[src/rtl/pin_teclado_pkg.sv]
// Shared definitions for the keypad PIN entry stage and the gate controller.
package pin_teclado_pkg;

   localparam logic [3:0] TECLA_BORRAR = 4'hA;
   localparam logic [3:0] TECLA_ENVIAR = 4'hB;
   localparam logic [7:0] PIN_ESPERA   = 8'h00;

   typedef enum logic [2:0] {
      ESPERA = 3'b001,
      UNO    = 3'b010,
      DOS    = 3'b100
   } estado_t;

   function automatic logic es_digito(input logic [3:0] tecla);
      return tecla <= 4'd9;
   endfunction

endpackage

[src/rtl/pin_teclado_detector_flanco.sv]
// Rising-edge detector: one-cycle pulse on the first cycle a level goes high.
module detector_flanco (
   input  logic Clk,
   input  logic Reset,
   input  logic Senal,
   output logic Flanco
);

   logic senal_q;

   always_ff @(posedge Clk or negedge Reset) begin
      if (!Reset) begin
         senal_q <= 1'b0;
      end else begin
         senal_q <= Senal;
      end
   end

   assign Flanco = Senal & ~senal_q;

endmodule

[src/rtl/pin_teclado.sv]
// Keypad entry stage: gathers two BCD digits and presents them as a one-cycle PIN attempt.
module pin_teclado
   import pin_teclado_pkg::*;
#(
   parameter int unsigned TIMEOUT_CICLOS = 1000,
   parameter int unsigned CW             = 10
) (
   input  logic       Clk,
   input  logic       Reset,
   input  logic       Vehiculo,
   input  logic       Tecla_valida,
   input  logic [3:0] Tecla,
   output logic [7:0] Pin,
   output logic       Error,
   output logic [1:0] Digitos
);

   estado_t       estado;
   logic [3:0]    digito_alto;
   logic [3:0]    digito_bajo;
   logic [CW-1:0] cuenta;
   logic          evento;

   detector_flanco u_detector_flanco (
      .Clk    (Clk),
      .Reset  (Reset),
      .Senal  (Tecla_valida),
      .Flanco (evento)
   );

   always_ff @(posedge Clk or negedge Reset) begin
      if (!Reset) begin
         estado      <= ESPERA;
         digito_alto <= 4'd0;
         digito_bajo <= 4'd0;
         cuenta      <= '0;
         Pin         <= PIN_ESPERA;
         Error       <= 1'b0;
         Digitos     <= 2'd0;
      end else begin
         Pin   <= PIN_ESPERA;
         Error <= 1'b0;
         if (!Vehiculo) begin
            // ESPERA already holds a cleared entry, so clearing unconditionally is safe
            estado      <= ESPERA;
            digito_alto <= 4'd0;
            digito_bajo <= 4'd0;
            cuenta      <= '0;
            Digitos     <= 2'd0;
         end else if (evento) begin
            cuenta <= '0;
            if (es_digito(Tecla)) begin
               case (estado)
                  ESPERA: begin
                     digito_alto <= Tecla;
                     estado      <= UNO;
                     Digitos     <= 2'd1;
                  end
                  UNO: begin
                     digito_bajo <= Tecla;
                     estado      <= DOS;
                     Digitos     <= 2'd2;
                  end
                  default: ;
               endcase
            end else if (Tecla == TECLA_BORRAR || Tecla == TECLA_ENVIAR) begin
               if (Tecla == TECLA_ENVIAR) begin
                  if (estado == DOS && {digito_alto, digito_bajo} != PIN_ESPERA) begin
                     Pin <= {digito_alto, digito_bajo};
                  end else begin
                     Error <= 1'b1;
                  end
               end
               estado      <= ESPERA;
               digito_alto <= 4'd0;
               digito_bajo <= 4'd0;
               Digitos     <= 2'd0;
            end
         end else if (estado != ESPERA) begin
            if (cuenta == CW'(TIMEOUT_CICLOS - 1)) begin
               Error       <= 1'b1;
               estado      <= ESPERA;
               digito_alto <= 4'd0;
               digito_bajo <= 4'd0;
               cuenta      <= '0;
               Digitos     <= 2'd0;
            end else begin
               cuenta <= cuenta + CW'(1);
            end
         end
      end
   end

endmodule

[config.mk]
export PLATFORM = sky130hd
export DESIGN_NAME = pin_teclado
export DESIGN_NICKNAME = d
export VERILOG_FILES = /design/src/rtl/pin_teclado_pkg.sv /design/src/rtl/pin_teclado_detector_flanco.sv /design/src/rtl/pin_teclado.sv
export SDC_FILE = /design/constraint.sdc
export NUM_CORES = 1
export LEC_CHECK = 0
export BUFFER_PORTS_ARGS = -buffer_cell sky130_fd_sc_hd__buf_2
export CORE_MARGIN = 1
export CORE_UTILIZATION = 53
export CTS_BUF_LIST = sky130_fd_sc_hd__clkbuf_2 sky130_fd_sc_hd__clkbuf_4 sky130_fd_sc_hd__clkbuf_8
export DETAILED_ROUTE_END_ITERATION = 8
export PLACE_DENSITY = 0.81
export SLEW_MARGIN = 10
export SYNTH_ARGS = -nofsm -noshare
export SYNTH_HDL_FRONTEND = slang
export SYNTH_SLANG_ARGS = --single-unit
[constraint.sdc]
create_clock -name Clk -period 1.6 [get_ports Clk]
set_input_delay 0.16 -clock Clk [delete_from_list [all_inputs] [get_ports Clk]]
set_output_delay 0.16 -clock Clk [all_outputs]
set_load 0.03 [all_outputs]
Yosys cells after proc, flatten, opt, wreduce, memory -nomap -nowiden:

Index checks and enable logic that the tools add are counted.

* register bits after elaboration: 33
* input bits: 8
* output and inout port bits: 11
* logic and storage cells: 74

* add/subtract/negate cells: 1
* order comparisons: 1
* eq/ne operators: 13
* multiplexer cells: 43
* bitwise gates (word level): 2
* reduce and logical (&&, ||, !) cells: 6

Operators with widths (count)
* two-way mux 8 bit: 6
* two-way mux 4 bit: 11
* two-way mux 10 bit: 4
* two-way mux 3 bit: 6
* two-way mux 2 bit: 6
* AND reduction 4 bit: 3
* adder 10 x 1 -> 10 bit, second input constant: 1
* == test 10 bit, second input constant: 1
* inequality test 3 x 1 -> 1 bit, second input constant: 3
* == test 4 bit, second input constant: 2
* two-way mux 1 bit: 8
* inequality test 4 x 3 -> 1 bit, second input constant: 2
* nonzero test 8 bit: 1
* one-hot mux 3 bit (2 select lines): 1
* inequality test 5 x 3 -> 1 bit, second input constant: 1
* <= comparator 4 bit, second input constant: 1
* inequality test 4 x 2 -> 1 bit, second input constant: 1
* one-hot mux 2 bit (2 select lines): 1
* == test 3 x 1 -> 1 bit, second input constant: 1
* == test 3 x 2 -> 1 bit, second input constant: 1
* == test 3 bit, second input constant: 1
* AND 1 bit: 1
* logical AND 1 bit: 1
* logical OR 1 bit: 1
* inverter 1 bit: 1

Longest topological paths before layout:

Gate-level depths: netlist of the first run.

* depth in word-level cells: 8
* depth in mapped cells: 5

By module:

From an unflattened synthesis of the first run, not the netlist that was laid out.

* cell total of the unflattened synthesis: 139
* area, all modules: 1511.4 µm²

By module, submodules not included
* pin_teclado: times used 1, cells each 137, area each 1472.7 µm², sequential area each 752.0 µm²
* detector_flanco: times used 1, cells each 2, area each 38.8 µm², sequential area each 25.0 µm²

Least setup slack after synthesis of the first run:

OpenSTA, ideal clock, no wires.

* path type: reg2reg
* start point: reg estado[0]
* end point: reg digito_bajo[0]
* data arrival time: 1.670 ns
* data required time: 1.499 ns
* slack: -0.171 ns
* stages on the path, launching flop included: 6
* path buffers: 1
* cells stage by stage: dfstp_2 > or3b_2 > clkbuf_1 > and4_1 > o211a_1 > o32ai_1

* longest elaborated chain between the ends: 3

RTL lines
* start, declared: line pin_teclado.sv:18 `estado_t estado;`
* start signal, assigned: line pin_teclado.sv:33 `estado <= ESPERA;`
* start signal, assigned: line pin_teclado.sv:45 `estado <= ESPERA;`
* start signal, assigned: line pin_teclado.sv:56 `estado <= UNO;`
* == test 3 x 2 -> 1 bit / inequality test 3 x 1 -> 1 bit (equally long branches): line pin_teclado.sv:53, pin_teclado.sv:79
* inequality test 4 x 3 -> 1 bit (no line) / inequality test 3 x 1 -> 1 bit (equally long branches)
* AND reduction 4 bit (no line) *
* end signal, assigned: line pin_teclado.sv:60 `digito_bajo <= Tecla;`
* end, declared: line pin_teclado.sv:20 `logic [3:0] digito_bajo;`

Mark *: on every way between the ends. The rest lies on a longest branch, timed or not.
A chain may end at the register's enable or synchronous reset.

Worst setup path in the final report of the first run:

* start point: reg cuenta[1]
* end point: reg digito_bajo[2]

* longest elaborated chain between the ends: 3

RTL lines
* start, declared: line pin_teclado.sv:21 `logic [CW-1:0] cuenta;`
* start signal, assigned: line pin_teclado.sv:88 `cuenta <= cuenta + CW'(1);`
* == test 10 bit: line pin_teclado.sv:80 `if (cuenta == CW'(TIMEOUT_CICLOS - 1)) begin`
* inequality test 3 x 1 -> 1 bit (no line)
* AND reduction 4 bit (no line)

No other way between the ends.

==> impl_metrics.csv, run 1 <==
group,metric,value,unit
detailed_routing,via_per_inst,5.987,
sta,skew,0.01041,ns
synth,syn-cell-area,1511,µm²
finish,antenna_cells,0,
global_routing,antenna_found_initial,0,
sta,slew_violations,0,
sta,fmax,605.1,MHz
setup_path,cp-startpoint,"cuenta[1]",
setup_path,cp_max_fo,3,
setup_path,reg2reg_from,"cuenta[1]",
placed_design,placed_cell_area,1775,µm²
sta,fin_tns_setup,-0.1535,ns
sta,post-route-min-period,1.653,ns
placed_design,gp_congestion,0.9137,
job,maxCapViolCount,0,
detailed_routing,ant_nets,0,
global_routing,grt_pass1_vias,1248,
global_routing,track_usage,0.2443,
floorplanning,coreArea,2734,µm²
floorplanning,die_width,55.40,µm
sta,worst_slack,-0.05258,ns
cts,root_buffer,"clkbuf_4",
setup_path,r2r-end,"digito_bajo[2]",
sta,worst_pin_slew,0.6760,ns
detailed_routing,vias,1359,
cts,clk_path_buf_depth,2,
setup_path,required,1.86,ns
pwr,cellPowerDensity,777.9,nW/µm²
sta,maxSlewHeadroom,0.5493,
synth,synth_edf_count,0,
sta,timing.hold.ws,0.09169,ns
synth,ys.flop_type,"dfrtp_1",
hold_path,hold_path.startpoint,"Tecla[0]",
synth,ys_ff_latch,31,
placed_design,place_ws,-0.1618,ns
finish,final_cell_area,2068,µm²
floorplanning,start_util,0.5529,
synth,syn_inst,151,
detailed_routing,wl_per_cell,15.55,µm
setup_path,endpoint_kind,"flip-flop",
synth,async_flop_share,1.000,
cts,cts_max_level,2,
global_routing,grt_pass1_wl,5.664,mm
hold_path,min_path_type,"in -> reg",
detailed_routing,wirelength,3.530,mm
setup_path,arrival,1.91,ns
floorplanning,die-area,3069,µm²
finish,drive_gt1_frac,0.3980,
pwr,ir_drop,0.7598,mV
cts,cts_buffers,5,
placed_design,dp_cells,212,
setup_path,worstRegToRegCells,6,
finish,layout_common_cells,"dfrtp_1, buf_4, buf_2",
run_status,violations,"setup timing",
sta,rsz0062_at_grt,"yes",
placed_design,io_buffers,18,
synth,synth.top_cell.area_share,0.4967,
finish,fin_util,0.7565,
cts,cts_tree,"built",
sta,finalHoldViolCount,0,
cts,clock_sinks,31,
run_status,outcome,"complete, but fails checks",
hold_path,worstHoldPathCells,2,
sta,period_share,1.033,
finish,mostFrequentLayoutCell,"dfrtp_1",
finish,nNetsFinal,205,
synth,syn_avg_cell_area,10.01,µm²
pwr,p_leak,0.9056,nW
finish,fillers,179,
setup_path,rrSetupSlack,-0.05,ns
floorplanning,fp.dieH,55.40,µm
placed_design,dp_hpwl,2.459,mm
cts,clock_latency,0.34,ns
detailed_routing,drc,0,
synth,seq_area_frac_synth,0.5141,
detailed_routing,first_pass_iters,4,
pwr,p_total,1.609,mW
synth,yosysTopAreaCell,"dfrtp_1",
synth,synth_area_leaders,"dfrtp_1, and2_1, nand2_1",
setup_path,cp-start-kind,"flip-flop",
global_routing,grt_max_degree,32,
floorplanning,io_pins,19,
synth,synth_nets,160,
global_routing,grt-ovfl-total,0,
synth,synth_cell_types,40,
sta,setup_viol,8,
finish,area_growth,36.84,%
hold_path,worstHoldEndpoint,"digito_alto[0]",
cts,clk_pin_slew,0.09,ns
finish,fin_cells,227,
detailed_routing,drt_iter0_drc,34,
setup_path,critical_path_class,"reg -> reg",
synth,yosys_warnings,0,
floorplanning,fp-row-count,19,
==> per-layer routing <==
layer | GRT usage | share of wire
met1 | 0.2933 | 0.42
met2 | 0.4079 | 0.51
met3 | 0.07728 | 0.045
met4 | 0.09643 | 0.021
met5 | 0 | 0
==> cells in the mapped netlist (2+ instances only) <==
cell type  instances
nand3_1            6
and3_1             4
and2_1             9
nor2_1            11
o31ai_1            3
o32ai_1            3
buf_4              2
nand4_1            5
a21oi_1            6
a22oi_1            2
nand2_1           12
o21ai_0            4
nor2b_1            3
clkbuf_1           3
o211ai_1           2
xnor2_1            5
or3b_2             2
dfrtp_1           30
nor4_1             2
a311oi_1           3
a22o_1             3
inv_1             11
or4_1              3
==> sequential cells by signal, summed over array words and instances (netlist names) <==
| name | cells |
|---|---|
| cuenta | 10 |
| Pin | 8 |
| digito_alto | 4 |
| digito_bajo | 4 |
| estado | 2 |
| Digitos | 1 |
| Error | 1 |
| u_detector_flanco.senal_q | 1 |
==> critical path: stages (launching register included) <==
cell and delay (ns):
dfrtp_1 0.37, ha_2 0.19, and4b_1 0.23, nand4_1 0.20, buf_4 0.21, a211o_1 0.24
a22oi_1 0.14
==> final cells by class <==
type / count / area [µm²] / share of cell area
Clock buffer: 6 / 51.30 / 0.02480
Clock inverter: 1 / 5.005 / 0.002420
Inverter: 11 / 41.29 / 0.01996
Multi-Input combinational cell: 104 / 853.3 / 0.4126
Sequential cell: 31 / 779.5 / 0.3769
Tap cell: 31 / 38.79 / 0.01875
Timing Repair Buffer: 43 / 299.0 / 0.1446
==> cells by family (layout without fill, tap and decap cells) <==
group,after synthesis,after routing,synth area share
AOI/OAI and AO/OA,34,34,0.1647
xor gates and xnor gates,5,5,0.02897
buffers and inverters,16,61,0.04470
adders and majority gates,1,1,0.008277
DFF,31,31,0.5141
and+or+nand+nor,64,64,0.2392
==> worst max path at each step <==
stage | endpoint | slack [ns] | cells after the start
after floorplan | digito_bajo[0] | -0.06 | 5
after global placement | Pin[0] | -0.17 | 6
after detailed placement | Pin[1] | -0.16 | 6
after CTS | digito_bajo[2] | -0.04 | 6
after global routing | digito_bajo[2] | -0.12 | 6
final | digito_bajo[2] | -0.05 | 6
==> power by group <==
| group | total, mW | internal [mW] | switching, mW |
|---|---|---|---|
| clock network | 0.465 | 0.203 | 0.262 |
| registers | 0.834 | 0.808 | 0.0260 |
| logic | 0.310 | 0.147 | 0.163 |
| total | 1.61 | 1.16 | 0.451 |
==> what timing repair did <==
action,CTS,global route
gates resized for setup,10,25
buffers inserted,3,3
pin swaps,10,13
endpoints found under the hold margin,31,0
endpoints found under the setup margin,21,26
hold buffers,2,0
Power figures use the tool's default switching activity.
==> inputs of run 2 (changes only) <==
Settings changed: SKIP_LAST_GASP set to 1.
==> impl_metrics.csv, run 2 (synthesis gave the netlist of run 1 again) <==
group,metric,value,unit
detailed_routing,via_per_inst,5.965,
detailed_routing,drc,0,
floorplanning,start_util,0.5529,
finish,drive_gt1_frac,0.3929,
cts,clock_latency,0.34,ns
finish,nNetsFinal,205,
placed_design,dp_hpwl,2.459,mm
sta,rsz0062_at_grt,"yes",
pwr,switchingPower,0.4540,mW
pwr,seq_power_share,0.518,
floorplanning,die-area,3069,µm²
pwr,combinationalPowerShare,0.192,
placed_design,placed_cell_area,1775,µm²
cts,clk_path_buf_depth,2,
finish,antenna_cells,0,
setup_path,cp-start-kind,"flip-flop",
sta,fmax,600.5,MHz
hold_path,min_path_type,"in -> reg",
setup_path,required,1.86,ns
run_status,violations,"setup timing",
floorplanning,io_pins,19,
cts,cts_buffers,5,
sta,finalHoldViolCount,0,
finish,fillers,179,
global_routing,grt_pass1_vias,1248,
global_routing,grt_pass1_wl,5.664,mm
detailed_routing,wl_per_cell,15.63,µm
global_routing,grt-ovfl-total,0,
run_status,outcome,"complete, but fails checks",
placed_design,io_buffers,18,
sta,slew_violations,0,
setup_path,worstRegToRegCells,6,
cts,clock_sinks,31,
job,maxCapViolCount,0,
floorplanning,coreArea,2734,µm²
finish,fin_util,0.7547,
sta,post-route-min-period,1.665,ns
floorplanning,die_width,55.40,µm
setup_path,path_buf_inv,1,
cts,root_buffer,"clkbuf_4",
detailed_routing,ant_nets,0,
setup_path,critical_path_class,"reg -> reg",
hold_path,worstHoldPathCells,2,
sta,skew,0.009566,ns
sta,worst_pin_slew,0.6877,ns
global_routing,grt_max_degree,32,
sta,timing.hold.ws,0.08795,ns
finish,fin_cells,227,
sta,setup_viol,9,
pwr,p_total,1.611,mW
placed_design,place_ws,-0.1618,ns
pwr,cellPowerDensity,780.9,nW/µm²
placed_design,gp_congestion,0.9137,
global_routing,antenna_found_initial,0,
setup_path,reg2reg_from,"cuenta[1]",
finish,reg_top3,"cuenta (10), Pin (8)",
sta,period_share,1.041,
floorplanning,fp.dieH,55.40,µm
cts,cts_max_level,2,
pwr,p_leak,0.9050,nW
setup_path,arrival,1.93,ns
finish,mostFrequentLayoutCell,"dfrtp_1",
pwr,power.share.clock,0.291,
setup_path,cp_slowest_cell,"dfrtp_1",
detailed_routing,first_pass_iters,5,
setup_path,path_cells,"ha_2, and4b_1, nand4_1, buf_4, a211o_1, a22oi_1",
detailed_routing,wirelength,3.548,mm
pwr,ir_drop,0.7590,mV
setup_path,r2r-end,"digito_bajo[2]",
detailed_routing,drt_iter0_drc,49,
sta,maxSlewHeadroom,0.5415,
finish,layout_common_cells,"dfrtp_1, buf_4, buf_2",
cts,cts_tree,"built",
setup_path,cp_max_fo,3,
setup_path,endpoint_kind,"flip-flop",
placed_design,dp_cells,212,
sta,fin_tns_setup,-0.2275,ns
cts,clk_pin_slew,0.09,ns
finish,largest_reg_flops,10,
pwr,p_int,1.157,mW
pwr,switching_share,0.2818,
setup_path,rrSetupSlack,-0.07,ns
setup_path,crit_family,"simple AND/OR/NAND/NOR gates",
floorplanning,fp-row-count,19,
finish,largest_register,"cuenta",
hold_path,hold_path.startpoint,"Tecla[0]",
global_routing,track_usage,0.2443,
finish,final_cell_area,2063,µm²
sta,worst_slack,-0.06515,ns
detailed_routing,vias,1354,
finish,area_growth,36.51,%
hold_path,worstHoldEndpoint,"digito_alto[0]",
setup_path,max_stage_delay,0.37,ns
-- run 2: cell counts in the layout (fill, tap and decap cells not counted) --
No cell type changed its count.
-- run 2: per-layer routing --
layer  global-route usage  up-vias  wire, µm
met3              0.07728        9       126
li1                     -      649         -
met2               0.4079       35      1808
met5                    0        -         0
met4              0.09643        0       103
met1               0.2933      661      1509
-- run 2: worst reg2reg max path, delay by kind of cell, from the launching register on --
family / cells / cell delay (ns)
compound gates: 2 / 0.38
buf+inv: 1 / 0.21
flops: 1 / 0.37
simple gates: 2 / 0.44
fa+ha+maj: 1 / 0.19
-- run 2: area by class of cell --
| cell class | instances | area, µm² | area share |
|---|---|---|---|
| Clock buffer | 6 | 51.30 | 0.02486 |
| Clock inverter | 1 | 5.005 | 0.002426 |
| Inverter | 11 | 41.29 | 0.02001 |
| Multi-Input combinational cell | 104 | 848.3 | 0.4112 |
| Sequential cell | 31 | 779.5 | 0.3778 |
| Tap cell | 31 | 38.79 | 0.01880 |
| Timing Repair Buffer | 43 | 299.0 | 0.1449 |
-- run 2: how the worst max path moves through the flow --
| stage | startpoint | endpoint | slack, ns | cells past startpoint |
|---|---|---|---|---|
| final | cuenta[1] | digito_bajo[2] | -0.07 | 6 |
| after global routing | cuenta[1] | digito_bajo[2] | -0.12 | 6 |
| after CTS | cuenta[1] | digito_bajo[2] | -0.04 | 6 |
| after detailed placement | estado[2] | Pin[1] | -0.16 | 6 |
| after global placement | estado[2] | Pin[0] | -0.17 | 6 |
| after floorplan | estado[0] | digito_bajo[0] | -0.06 | 5 |
-- run 2: power by group through the flow --
stage / clock [mW] / sequential [mW] / combinational, mW
6_report: 0.468 / 0.834 / 0.309
5_1_grt: 0.514 / 0.837 / 0.330
4_1_cts: 0.477 / 0.828 / 0.253
3_5_place_dp: 0 / 0.843 / 0.234
3_3_place_gp: 0 / 0.842 / 0.228
2_1_floorplan: 0 / 0.842 / 0.140
-- run 2: what timing repair did --
action                                  in CTS  in global routing
endpoints found under the hold margin       31                  0
hold buffers                                 2                  0
endpoints found under the setup margin      21                 26
resized for setup                           10                 24
setup buffers                                3                  3
pin swaps                                   10                 12
==> inputs of run 3 (changes only) <==
Settings changed: ABC_AREA set to 1, CORE_UTILIZATION 53 to 54, PLACE_DENSITY 0.81 to 0.82.
==> impl_metrics.csv, run 3 <==
group,metric,value,unit
pwr,seq_power_share,0.560,
cts,cts_max_level,2,
finish,antenna_cells,0,
pwr,power.share.clock,0.320,
run_status,outcome,"complete, but fails checks",
floorplanning,io_pins,19,
synth,yosysTopAreaCell,"dfrtp_1",
cts,clock_latency,0.33,ns
sta,finalHoldViolCount,0,
finish,final_cell_area,1823,µm²
sta,fmax,661.3,MHz
job,maxCapViolCount,0,
finish,largest_register,"cuenta",
detailed_routing,wirelength,3.001,mm
sta,timing.hold.ws,0.01601,ns
finish,fin_util,0.6499,
finish,area_growth,12.25,%
global_routing,grt_pass1_wl,5.050,mm
detailed_routing,drc,4,
sta,slew_violations,0,
setup_path,endpoint_kind,"flip-flop",
synth,ys_ff_latch,31,
floorplanning,fp-row-count,19,
pwr,switching_share,0.2591,
hold_path,min_path_type,"in -> reg",
finish,multi_input_area,689.4,µm²
floorplanning,coreArea,2805,µm²
synth,synth_area_leaders,"dfrtp_1, nand2_1, inv_1",
cts,clk_pin_slew,0.08,ns
pwr,p_leak,0.9654,nW
floorplanning,start_util,0.5789,
sta,period_share,0.9452,
cts,cts_tree,"built",
global_routing,grt-ovfl-total,0,
sta,worst_pin_slew,0.6626,ns
pwr,combinationalPowerShare,0.121,
sta,setup_viol,0,
cts,clock_sinks,31,
run_status,violations,"DRC",
finish,largest_reg_flops,10,
setup_path,crit_family,"flip-flops",
setup_path,cp_max_fo,11,
setup_path,arrival,1.72,ns
detailed_routing,first_pass_iters,6,
global_routing,track_usage,0.2050,
synth,ys.flop_type,"dfrtp_1",
placed_design,place_ws,0.1202,ns
global_routing,grt_max_degree,32,
synth,yosysMostFrequentCell,"nand2_1",
sta,fin_tns_setup,0,ns
global_routing,grt_pass1_vias,1175,
detailed_routing,drt_iter0_drc,46,
sta,post-route-min-period,1.512,ns
setup_path,path_buf_inv,1,
synth,synth_edf_count,0,
finish,reg_top3,"cuenta (10), Pin (8)",
setup_path,critical_path_class,"reg -> reg",
pwr,cellPowerDensity,805.3,nW/µm²
synth,seq_area_frac_synth,0.4784,
finish,nNetsFinal,240,
pwr,ir_drop,0.5232,mV
setup_path,required,1.81,ns
synth,async_flop_share,1.000,
synth,yosys_warnings,0,
detailed_routing,ant_nets,0,
cts,clk_path_buf_depth,2,
placed_design,placed_cell_area,1715,µm²
cts,cts_buffers,5,
finish,seq_area,777.0,µm²
global_routing,antenna_found_initial,0,
synth,syn_avg_cell_area,7.961,µm²
synth,synth_nets,213,
finish,fillers,253,
synth,synth.top_cell.area_share,0.4622,
sta,skew,0.003971,ns
synth,synth_cell_types,23,
detailed_routing,vias,1333,
setup_path,path_common_cell,"nand2_2",
floorplanning,die-area,3231,µm²
placed_design,gp_congestion,0.8397,
setup_path,max_stage_delay,0.57,ns
synth,synthTopCellsByCount,"nand2_1, dfrtp_1, inv_1",
synth,syn-cell-area,1624,µm²
sta,worst_slack,0.08775,ns
placed_design,dp_hpwl,2.070,mm
detailed_routing,via_per_inst,5.068,
finish,drive_gt1_frac,0.2586,
cts,root_buffer,"clkbuf_4",
setup_path,cp-start-kind,"flip-flop",
placed_design,io_buffers,18,
floorplanning,die_width,56.84,µm
finish,layout_common_cells,"nand2_1, dfrtp_1, inv_1",
floorplanning,fp.dieH,56.84,µm
sta,maxSlewHeadroom,0.5583,
pwr,p_int,1.088,mW
setup_path,cp_slowest_cell,"dfstp_2",
pwr,switchingPower,0.3804,mW
synth,syn_inst,204,
detailed_routing,wl_per_cell,11.41,µm
setup_path,path_cells,"nand3_2, inv_1, nand2_2, nand2_2, xor2_1, nor2_1",
finish,mostFrequentLayoutCell,"nand2_1",
run 3: cell types whose count changed in the layout (fill, tap and decap cells not counted), sizes merged, moves of 4 or more:
cell and change:
buf -18, inv +21, nand2 +50, nand3 +13
and2 -9, and3 -4, nor2 +15, xnor2 -5
nor3 +12
run 3: worst paths after layout:
check,start,endpoint,slack (ns),cells past startpoint
max in group asynchronous,Reset,u_detector_flanco.senal_q,0.77,2
worst min register to register,digito_bajo[1],digito_bajo[1],0.49,2
worst max register to register,estado[0],cuenta[3],0.09,6
min in group asynchronous,Reset,cuenta[6],0.40,2
worst max-delay path,estado[0],cuenta[3],0.09,6
worst min-delay path,Tecla_valida,u_detector_flanco.senal_q,0.02,1
run 3: layout make-up:
class,instances,share of cell area
multi-input cells,137,0.3782
well taps,31,0.02128
inverters,32,0.06589
flip-flops and latches,31,0.4262
repair buffers,24,0.07550
clock buffers,8,0.03294
run 3: metrics by stage:
stage / total power [mW] / std cells
4_1_cts: 1.471 / 258
3_5_place_dp: 0.9998 / 249
3_3_place_gp: 0.9957 / 249
6_report: 1.468 / 263
5_1_grt: 1.545 / 263
2_1_floorplan: 0.9554 / 204
run 3: cells by family after synthesis:
family	Yosys count	share of synthesized area
AND/OR/NAND/NOR	124	0.3590
buffers and inverters	36	0.09707
flip-flops	31	0.4784
AO/OA/AOI/OAI	10	0.04700
XOR/XNOR	2	0.01079
adder cells (fa/ha/maj)	1	0.007703
run 3: power groups by stage:
stage          Clock [mW]  Sequential (mW)  Combinational (mW)
2_1_floorplan           0            0.832               0.123
3_3_place_gp            0            0.834               0.161
3_5_place_dp            0            0.836               0.164
4_1_cts             0.483            0.821               0.167
5_1_grt             0.518            0.825               0.202
6_report            0.469            0.821               0.178
run 3: repair_timing:
action | in CTS | in global routing
setup endpoints to repair | 0 | 3
hold endpoints to repair | 30 | 0
buffers inserted | 0 | 5
hold buffers | 1 | 0
gates resized for setup | 0 | 0
run 3: worst reg2reg max path, cell delays in order (launching register included):
cell and delay, ns:
dfstp_2 0.57, nand3_2 0.15, inv_1 0.12, nand2_2 0.17, nand2_2 0.11, xor2_1 0.19, nor2_1 0.09
run 3: per-layer routing:
metal	vias to the layer above	GRT usage	part of all wire
met3	5	0.04147	0.037
met5	-	0	0
li1	693	-	-
met1	609	0.2937	0.47
met2	26	0.2993	0.47
met4	0	0.09408	0.019
